## src/rtl/adc_spis_mc_pkg.sv

```systemverilog
// Shared types and helpers for the adc_spis_mc SPI slave.
// ADC_SPIS_MC_PARITY_EN adds a trailing even-parity bit to every frame.
package adc_spis_pkg;

    typedef enum logic [1:0] {IDLE, SHIFT, CHECK} spis_state_t;

`ifdef ADC_SPIS_MC_PARITY_EN
    localparam int unsigned PAR_W = 1;
`else
    localparam int unsigned PAR_W = 0;
`endif

    // Frame width for the default geometry (4-bit channel, 12-bit sample)
    localparam int unsigned FRAME_W = 4 + 12 + PAR_W;

    // XOR reduction; zero for a vector holding an even number of ones
    function automatic logic even_par(input logic [63:0] v);
        return ^v;
    endfunction

endpackage

```

## src/rtl/adc_spis_mc_if.sv

```systemverilog
// SPI pin bundle between the board ADC link (master) and adc_spis_mc (slave).
interface adc_spis_mc_if;
    logic scs_n;
    logic sclk;
    logic sdat;

    modport master (output scs_n, output sclk, output sdat);
    modport slave  (input  scs_n, input  sclk, input  sdat);
endinterface

```

## src/rtl/adc_spis_mc_spi_pin_sync.sv

```systemverilog
// Oversampling front end: 2-FF synchronisers on the three SPI pins plus an
// edge register producing single-cycle sclk_rise / cs_fall / cs_rise events.
// These flops are pure pipeline and simply track the pins, also during reset,
// so a chip select already low at reset release does not fake a cs_fall.
module spi_pin_sync (
    input  logic clk,
    input  logic i_scs_n,
    input  logic i_sclk,
    input  logic i_sdat,
    output logic o_sdat_s,
    output logic o_sclk_rise,
    output logic o_cs_fall,
    output logic o_cs_rise
);
    logic [1:0] r_cs_ff;
    logic [1:0] r_sclk_ff;
    logic [1:0] r_sdat_ff;
    logic       r_cs_q;
    logic       r_sclk_q;

    // Synchronise the pins and keep the previous synchronised level for edges
    always_ff @(posedge clk) begin
        r_cs_ff   <= {r_cs_ff[0], i_scs_n};
        r_sclk_ff <= {r_sclk_ff[0], i_sclk};
        r_sdat_ff <= {r_sdat_ff[0], i_sdat};
        r_cs_q    <= r_cs_ff[1];
        r_sclk_q  <= r_sclk_ff[1];
    end

    assign o_sdat_s    = r_sdat_ff[1];
    assign o_sclk_rise = r_sclk_ff[1] & ~r_sclk_q;
    assign o_cs_fall   = ~r_cs_ff[1] & r_cs_q;
    assign o_cs_rise   = r_cs_ff[1] & ~r_cs_q;

endmodule

```

## src/rtl/adc_spis_mc.sv

```systemverilog
// SPI slave receiving {channel, sample} ADC frames (MSB first, mode 0) and
// writing them into a per-channel register bank. Pins are oversampled in clk.
// Optional: ADC_SPIS_MC_PARITY_EN appends and checks an even-parity bit.
module adc_spis_mc
    import adc_spis_pkg::*;
#(
    parameter int unsigned NUM_CH   = 16,
    parameter int unsigned CH_W     = 4,
    parameter int unsigned DATA_W   = 12,
    parameter int unsigned ERRCNT_W = 8
) (
    input  logic                           clk,
    input  logic                           reset,
    adc_spis_mc_if.slave                   spi,
    output logic [NUM_CH-1:0][DATA_W-1:0]  readings,
    output logic [NUM_CH-1:0]              valid,
    input  logic                           clear_valid,
    output logic                           upd_stb,
    output logic [CH_W-1:0]                upd_ch,
    output logic [ERRCNT_W-1:0]            frame_err_cnt
);
    localparam int unsigned FRM_W = CH_W + DATA_W + PAR_W;
    localparam int unsigned CNT_W = $clog2(FRM_W + 1);

    logic                          w_sdat_s;
    logic                          w_sclk_rise;
    logic                          w_cs_fall;
    logic                          w_cs_rise;

    spis_state_t                   r_state;
    spis_state_t                   w_state_d;
    logic [FRM_W-1:0]              r_shift;
    logic [FRM_W-1:0]              w_shift_d;
    logic [CNT_W-1:0]              r_bit_cnt;
    logic [CNT_W-1:0]              w_bit_cnt_d;

    logic [CH_W-1:0]               w_ch;
    logic [DATA_W-1:0]             w_data;
    logic                          w_par_ok;
    logic                          w_frame_ok;
    logic                          w_accept;
    logic                          w_reject;

    logic [NUM_CH-1:0][DATA_W-1:0] r_readings;
    logic [NUM_CH-1:0]             r_valid;
    logic [NUM_CH-1:0]             w_valid_d;
    logic                          r_upd_stb;
    logic [CH_W-1:0]               r_upd_ch;
    logic [ERRCNT_W-1:0]           r_err_cnt;

    spi_pin_sync u_pin_sync (
        .clk         (clk),
        .i_scs_n     (spi.scs_n),
        .i_sclk      (spi.sclk),
        .i_sdat      (spi.sdat),
        .o_sdat_s    (w_sdat_s),
        .o_sclk_rise (w_sclk_rise),
        .o_cs_fall   (w_cs_fall),
        .o_cs_rise   (w_cs_rise)
    );

    // Frame FSM state, shift register and bit counter
    always_ff @(posedge clk) begin
        if (reset) begin
            r_state   <= IDLE;
            r_shift   <= '0;
            r_bit_cnt <= '0;
        end else begin
            r_state   <= w_state_d;
            r_shift   <= w_shift_d;
            r_bit_cnt <= w_bit_cnt_d;
        end
    end

    // Next state: a sclk_rise coincident with cs_rise is still shifted in
    always_comb begin
        w_state_d   = r_state;
        w_shift_d   = r_shift;
        w_bit_cnt_d = r_bit_cnt;
        unique case (r_state)
            IDLE: begin
                if (w_cs_fall) begin
                    w_state_d   = SHIFT;
                    w_shift_d   = '0;
                    w_bit_cnt_d = '0;
                end
            end
            SHIFT: begin
                if (w_sclk_rise) begin
                    w_shift_d = {r_shift[FRM_W-2:0], w_sdat_s};
                    // Saturate one past a full frame so overlong frames never wrap
                    if (r_bit_cnt != CNT_W'(FRM_W + 1)) begin
                        w_bit_cnt_d = r_bit_cnt + 1'b1;
                    end
                end
                if (w_cs_rise) begin
                    w_state_d = CHECK;
                end
            end
            CHECK: begin
                w_state_d = IDLE;
            end
            default: begin
                w_state_d = IDLE;
            end
        endcase
    end

    assign w_ch   = r_shift[FRM_W-1 -: CH_W];
    assign w_data = r_shift[PAR_W +: DATA_W];

`ifdef ADC_SPIS_MC_PARITY_EN
    // Even parity over {ch, data, parity bit} must reduce to zero
    assign w_par_ok = ~even_par(64'(r_shift));
`else
    assign w_par_ok = 1'b1;
`endif

    assign w_frame_ok = (r_bit_cnt == CNT_W'(FRM_W)) && (32'(w_ch) < NUM_CH) && w_par_ok;
    assign w_accept   = (r_state == CHECK) && w_frame_ok;
    assign w_reject   = (r_state == CHECK) && !w_frame_ok;

    // Valid flags: clear_valid drops all bits, but a same-cycle write wins
    always_comb begin
        w_valid_d = clear_valid ? '0 : r_valid;
        for (int unsigned i = 0; i < NUM_CH; i++) begin
            if (w_accept && (w_ch == CH_W'(i))) begin
                w_valid_d[i] = 1'b1;
            end
        end
    end

    // Register bank, update strobe and saturating error counter
    always_ff @(posedge clk) begin
        if (reset) begin
            r_readings <= '0;
            r_valid    <= '0;
            r_upd_stb  <= 1'b0;
            r_upd_ch   <= '0;
            r_err_cnt  <= '0;
        end else begin
            r_valid   <= w_valid_d;
            r_upd_stb <= w_accept;
            for (int unsigned i = 0; i < NUM_CH; i++) begin
                if (w_accept && (w_ch == CH_W'(i))) begin
                    r_readings[i] <= w_data;
                end
            end
            if (w_accept) begin
                r_upd_ch <= w_ch;
            end
            if (w_reject && (r_err_cnt != '1)) begin
                r_err_cnt <= r_err_cnt + 1'b1;
            end
        end
    end

    assign readings      = r_readings;
    assign valid         = r_valid;
    assign upd_stb       = r_upd_stb;
    assign upd_ch        = r_upd_ch;
    assign frame_err_cnt = r_err_cnt;

endmodule
```

## src/flat_wrapper.sv

```systemverilog
// flat-port wrapper written by rule: the top's interface ports become plain ports
module adc_spis_mc_flat import adc_spis_pkg::*;
#(
    parameter int unsigned NUM_CH   = 16,
    parameter int unsigned CH_W     = 4,
    parameter int unsigned DATA_W   = 12,
    parameter int unsigned ERRCNT_W = 8
)
  (clk, reset, readings, valid, clear_valid, upd_stb, upd_ch, frame_err_cnt, spi_scs_n, spi_sclk, spi_sdat);
  adc_spis_mc_if spi_i ();
  input  logic clk;
  input  logic reset;
  output logic [NUM_CH-1:0][DATA_W-1:0] readings;
  output logic [NUM_CH-1:0] valid;
  input  logic clear_valid;
  output logic upd_stb;
  output logic [CH_W-1:0] upd_ch;
  output logic [ERRCNT_W-1:0] frame_err_cnt;
  input wire logic [$bits(spi_i.scs_n)-1:0] spi_scs_n;
  input wire logic [$bits(spi_i.sclk)-1:0] spi_sclk;
  input wire logic [$bits(spi_i.sdat)-1:0] spi_sdat;
  assign spi_i.scs_n = spi_scs_n;
  assign spi_i.sclk = spi_sclk;
  assign spi_i.sdat = spi_sdat;
  adc_spis_mc #(.NUM_CH(NUM_CH), .CH_W(CH_W), .DATA_W(DATA_W), .ERRCNT_W(ERRCNT_W)) u_core (.clk(clk), .reset(reset), .spi(spi_i), .readings(readings), .valid(valid), .clear_valid(clear_valid), .upd_stb(upd_stb), .upd_ch(upd_ch), .frame_err_cnt(frame_err_cnt));
endmodule
```

## config.mk

```make
export PLATFORM = sky130hd
export DESIGN_NAME = adc_spis_mc_flat
export DESIGN_NICKNAME = d
export VERILOG_FILES = /design/src/rtl/adc_spis_mc_pkg.sv /design/src/rtl/adc_spis_mc_if.sv /design/src/rtl/adc_spis_mc_spi_pin_sync.sv /design/src/rtl/adc_spis_mc.sv /design/src/flat_wrapper.sv
export SDC_FILE = /design/constraint.sdc
export NUM_CORES = 1
export LEC_CHECK = 0
export ABC_AREA = 1
export BUFFER_PORTS_ARGS = -buffer_cell sky130_fd_sc_hd__buf_2
export CORE_UTILIZATION = 53
export DETAILED_ROUTE_END_ITERATION = 16
export GPL_TIMING_DRIVEN = 0
export PLACE_DENSITY = 0.84
export REMOVE_ABC_BUFFERS = 1
export SLEW_MARGIN = 40
export SYNTH_ARGS = -nofsm -noshare
export SYNTH_HDL_FRONTEND = slang
export SYNTH_SLANG_ARGS = --single-unit
```

## constraint.sdc

```tcl
create_clock -name clk -period 2 [get_ports clk]
set_input_delay 0.3 -clock clk [delete_from_list [all_inputs] [get_ports clk]]
set_output_delay 0.3 -clock clk [all_outputs]
set_load 0.01 [all_outputs]
```

==> results list <==
- TritonCTS built the clock tree.
- Peak supply drop: 614 µV
* Seq/Total Area, Yosys: 53.2%
- Global routing used 30.2% of the available tracks.
- The floorplan has 48 rows.
- CTS saw 252 sinks.
- Drt wl/cell: 18.3 µm
- Weighted congestion reported at the end of routability-driven placement: 0.783
- Once detail routing completed, the nets flagged for antenna violations numbered 0.
- CTS Root Cell: clkbuf_16
* Setup-violating endpoint count in the final report: 0
- The clock passes through at most 3 buffers.
- The analysis attributes to cell leakage a power of 4.76 nW.
- Clock period minus worst slack: 1.97 ns
- Vert. Die Dim: 136 µm
* Initial core utilization: 54.6%
- The final-report max-slew violation count came to 0.
- Worst EP required: 2.39 ns
* First-pass GRT wire length: 43.6 mm
- After filler insertion, the fill cell instance count of the layout stands at 1388.
- Setup slack closes at 0.0282 ns.
* Cell chain of the critical path: nand2_1 -> nor2_2 -> nand2_1 -> nand2_1 -> a21oi_1
- At the placement stage, the worst setup path has a slack of -0.804 ns.
- After technology mapping, the gate count stands at 1203.
- Predominant post-synthesis flop cell: dfxtp_1
- Average cell area after synthesis: 7.88 µm²
* Measured slew at the worst slew-check pin: 0.733 ns
- Class of the most critical setup path: reg -> reg
- Crit Path Max Fanout: 14
- The number of endpoints with negative hold slack in the final report came to 0.
- Max Clock Freq: 0.507 GHz
* Buffers & Inverters on Critical Path: 0
- Fin Setup TNS: 0 ns
- R2R Setup Slk: 0.03 ns
* Cell with the most instances after synthesis: nand2_1
- Measured against its own limit, the worst slew margin works out to 51.1%.
- STA classifies the critical path startpoint as a flip-flop.
* Post-DP HPWL: 16.4 mm
* Endpoint class of the critical path: flip-flop
* Vias in the first global route: 8124
- Main area contributors after synthesis: dfxtp_1 53%, a21oi_1 12%, nand2_1 11%, nand3_1 11%, clkbuf_1 2.9%
- Detailed routing inserted a total of 9295 vias.
* Largest clock skew in the final design: 0.0114 ns
- Yosys mapped a number of flops with a built-in enable equal to 0.
* Total Wirelength: 29.5 mm
* Asr flop ratio synth: 0%
- Total area of multi-input combinational cells: 0.00393 mm²
- Router iterations before antenna repair: 5
* Die extent in x: 136 µm
- At the worst endpoint, the arrival time is 2.36 ns.
* Worst Hold Class: in -> reg
* Endpoint of the most critical register-to-register path: u_core.readings[190]
- Hold path startpoint: reset
* Antenna violations before repair: 0
- For this design, the slowest cell found on the critical path is nor2_2.
* Port Buf Inserts: 226
- The synthesized design contains 252 register bits.
- The die covers 0.0184 mm².
- Entering global routing, the biggest net connects 102 pins.
- For this run the aggregate overflow at the end of global routing stands at 0.
* Number of instances on the worst hold path: 2
- The kind of cell with the highest combined delay along the critical path is simple AND/OR/NAND/NOR gates.
- For this run, the slowest stage of the critical path takes 0.54 ns.
* Reg clk slew, reported paths: 0.06 ns
* # nets final: 1376
* Final Cycle Share: 98.6%
* Antenna diode instance count: 0
- Drt drc: 0
* Cell taking the most area after synthesis: dfxtp_1
- Most instantiated cells after synthesis: 285 x nand2_1, 252 x dfxtp_1, 219 x a21oi_1, 213 x nand3_1, 74 x clkbuf_1
- Cell repeated most along the worst path: nand2_1
- Htree depth: 1
- Summing all flip-flop and latch instances after layout gives 0.00506 mm².
* Number of placed I/O pins: 227
- RR Startpoint: u_core.r_shift[12]
- Total core area: 0.0174 mm²
- The flow ran to the end, and the final reports show no timing, DRC or antenna violations.
* Violation count after the first detailed-routing iteration: 775
- For the worst-skew pair, the clock arrives at the later sink with an insertion delay of 0.52 ns.
- Max-cap violations in this run came to 0.
* Synthesized area: 0.00948 mm²
- The number of clock buffers added by TritonCTS is 26.
* Fraction of final layout cells sized beyond drive strength 1: 23.5%
- Ys Warns: 0
- In this run the power density over the cells is 860 mW/mm².
- Unrepaired setup endpoints after global routing: yes
- WHS Endpoint: u_core.readings[135]
* Share of the synthesized area in the top cell type: 53.2%
* Worst-case reg-to-reg path depth: 5
- Netlist cell types: 22
- Compared with the post-synthesis result, the final layout area differs by 23.6%.
* Vias/cell: 5.78
## cells in the final DEF, fill, tap and decap left out, drive strengths merged
cell         count
nor4             2
a22oi           13
nor2            61
ha               4
nand2          285
nand3b           3
bufbuf           2
dfxtp          252
nand4            4
xor2             5
o21ai            8
inv             25
buf            236
nand3          213
clkbuf          42
a21oi          219
clkinv           4
dlygate4sd3      3
bufinv           2
## area by class of cell
cell class              count  area share (%)
clock buffers              39            6.49
flip-flops and latches    252            43.2
clock inverters             6           0.683
repair buffers            244            12.9
well taps                 225            2.40
multi-input cells         817            33.5
inverters                  25           0.801
## report_power, final
part           leakage, nW  internal (mW)  switching (mW)
logic                 2.31         0.0559           0.187
registers             2.04           5.04          0.0179
clock network        0.415           2.86            1.91
## flip-flops by register name, indices dropped and copies added, names as in the netlist
register                     flops
u_core.upd_ch                    4
u_core.valid                    16
u_core.upd_stb                   1
u_core.u_pin_sync.r_sclk_q       1
u_core.r_bit_cnt                 5
u_core.frame_err_cnt             8
u_core.r_state                   2
u_core.u_pin_sync.r_sdat_ff      2
u_core.u_pin_sync.r_cs_q         1
u_core.u_pin_sync.r_sclk_ff      2
u_core.u_pin_sync.r_cs_ff        2
u_core.readings                192
u_core.r_shift                  16
## what timing repair did
action	4_1_cts	5_1_grt
endpoints found under the hold margin	3	0
resized for setup	19	9
pin swaps	2	1
setup buffers	2	1
endpoints found under the setup margin	211	190
gates cloned	5	3
hold buffers	3	0
## layer usage
metal	global-route usage, %	vias to the layer above	share of wire (%)
met5	0	-	0
met4	10.8	0	3.4
met3	6.51	80	10
met2	48.4	472	46
met1	39.9	4396	41
li1	-	4347	-
## metrics by stage
step / instances / util [%] / area (µm²) / power [mW] / hold slack, ns
2_1_floorplan: 1092 / - / 8910 / 5.25 / 0.310
3_3_place_gp: 1543 / 59.5 / 10300 / 5.36 / 0.312
3_5_place_dp: 1549 / 60.6 / 10500 / 5.38 / 0.312
4_1_cts: 1604 / 66.8 / 11600 / 10.1 / 0.143
5_1_grt: 1608 / 67.5 / 11700 / 10.4 / 0.164
6_report: 1608 / 67.5 / 11700 / 10.1 / 0.146
## worst register-to-register path, cell delays in order (launching register included)
cell and delay [ns]:
dfxtp_1 0.42, nand2_1 0.23, nor2_2 0.54, nand2_1 0.42, nand2_1 0.18, a21oi_1 0.07
## logic make-up (layout without fill, tap and decap cells)
group | Yosys count | after routing | share of synthesized area, %
adders and majority gates | 4 | 4 | 0.528
DFF | 252 | 252 | 53.2
and+or+nand+nor | 566 | 568 | 25.8
AOI/OAI and AO/OA | 240 | 240 | 13.0
buffers and inverters | 136 | 314 | 6.93
xor gates and xnor gates | 5 | 5 | 0.462
## worst max-delay path by stage
stage | from | to | slack (ns) | depth (start not counted)
after floorplan | u_core.r_bit_cnt[0] | u_core.readings[132] | -1.04 | 7
after global placement | reset | u_core.r_shift[15] | -2.88 | 4
final | u_core.r_shift[12] | u_core.readings[190] | 0.03 | 5
after global routing | u_core.r_shift[14] | u_core.readings[169] | -0.11 | 5
after detailed placement | u_core.r_bit_cnt[0] | u_core.readings[28] | -0.80 | 10
after CTS | u_core.r_bit_cnt[0] | u_core.readings[149] | 0.001 | 9
Note: power is estimated with default switching activity, not from simulation.
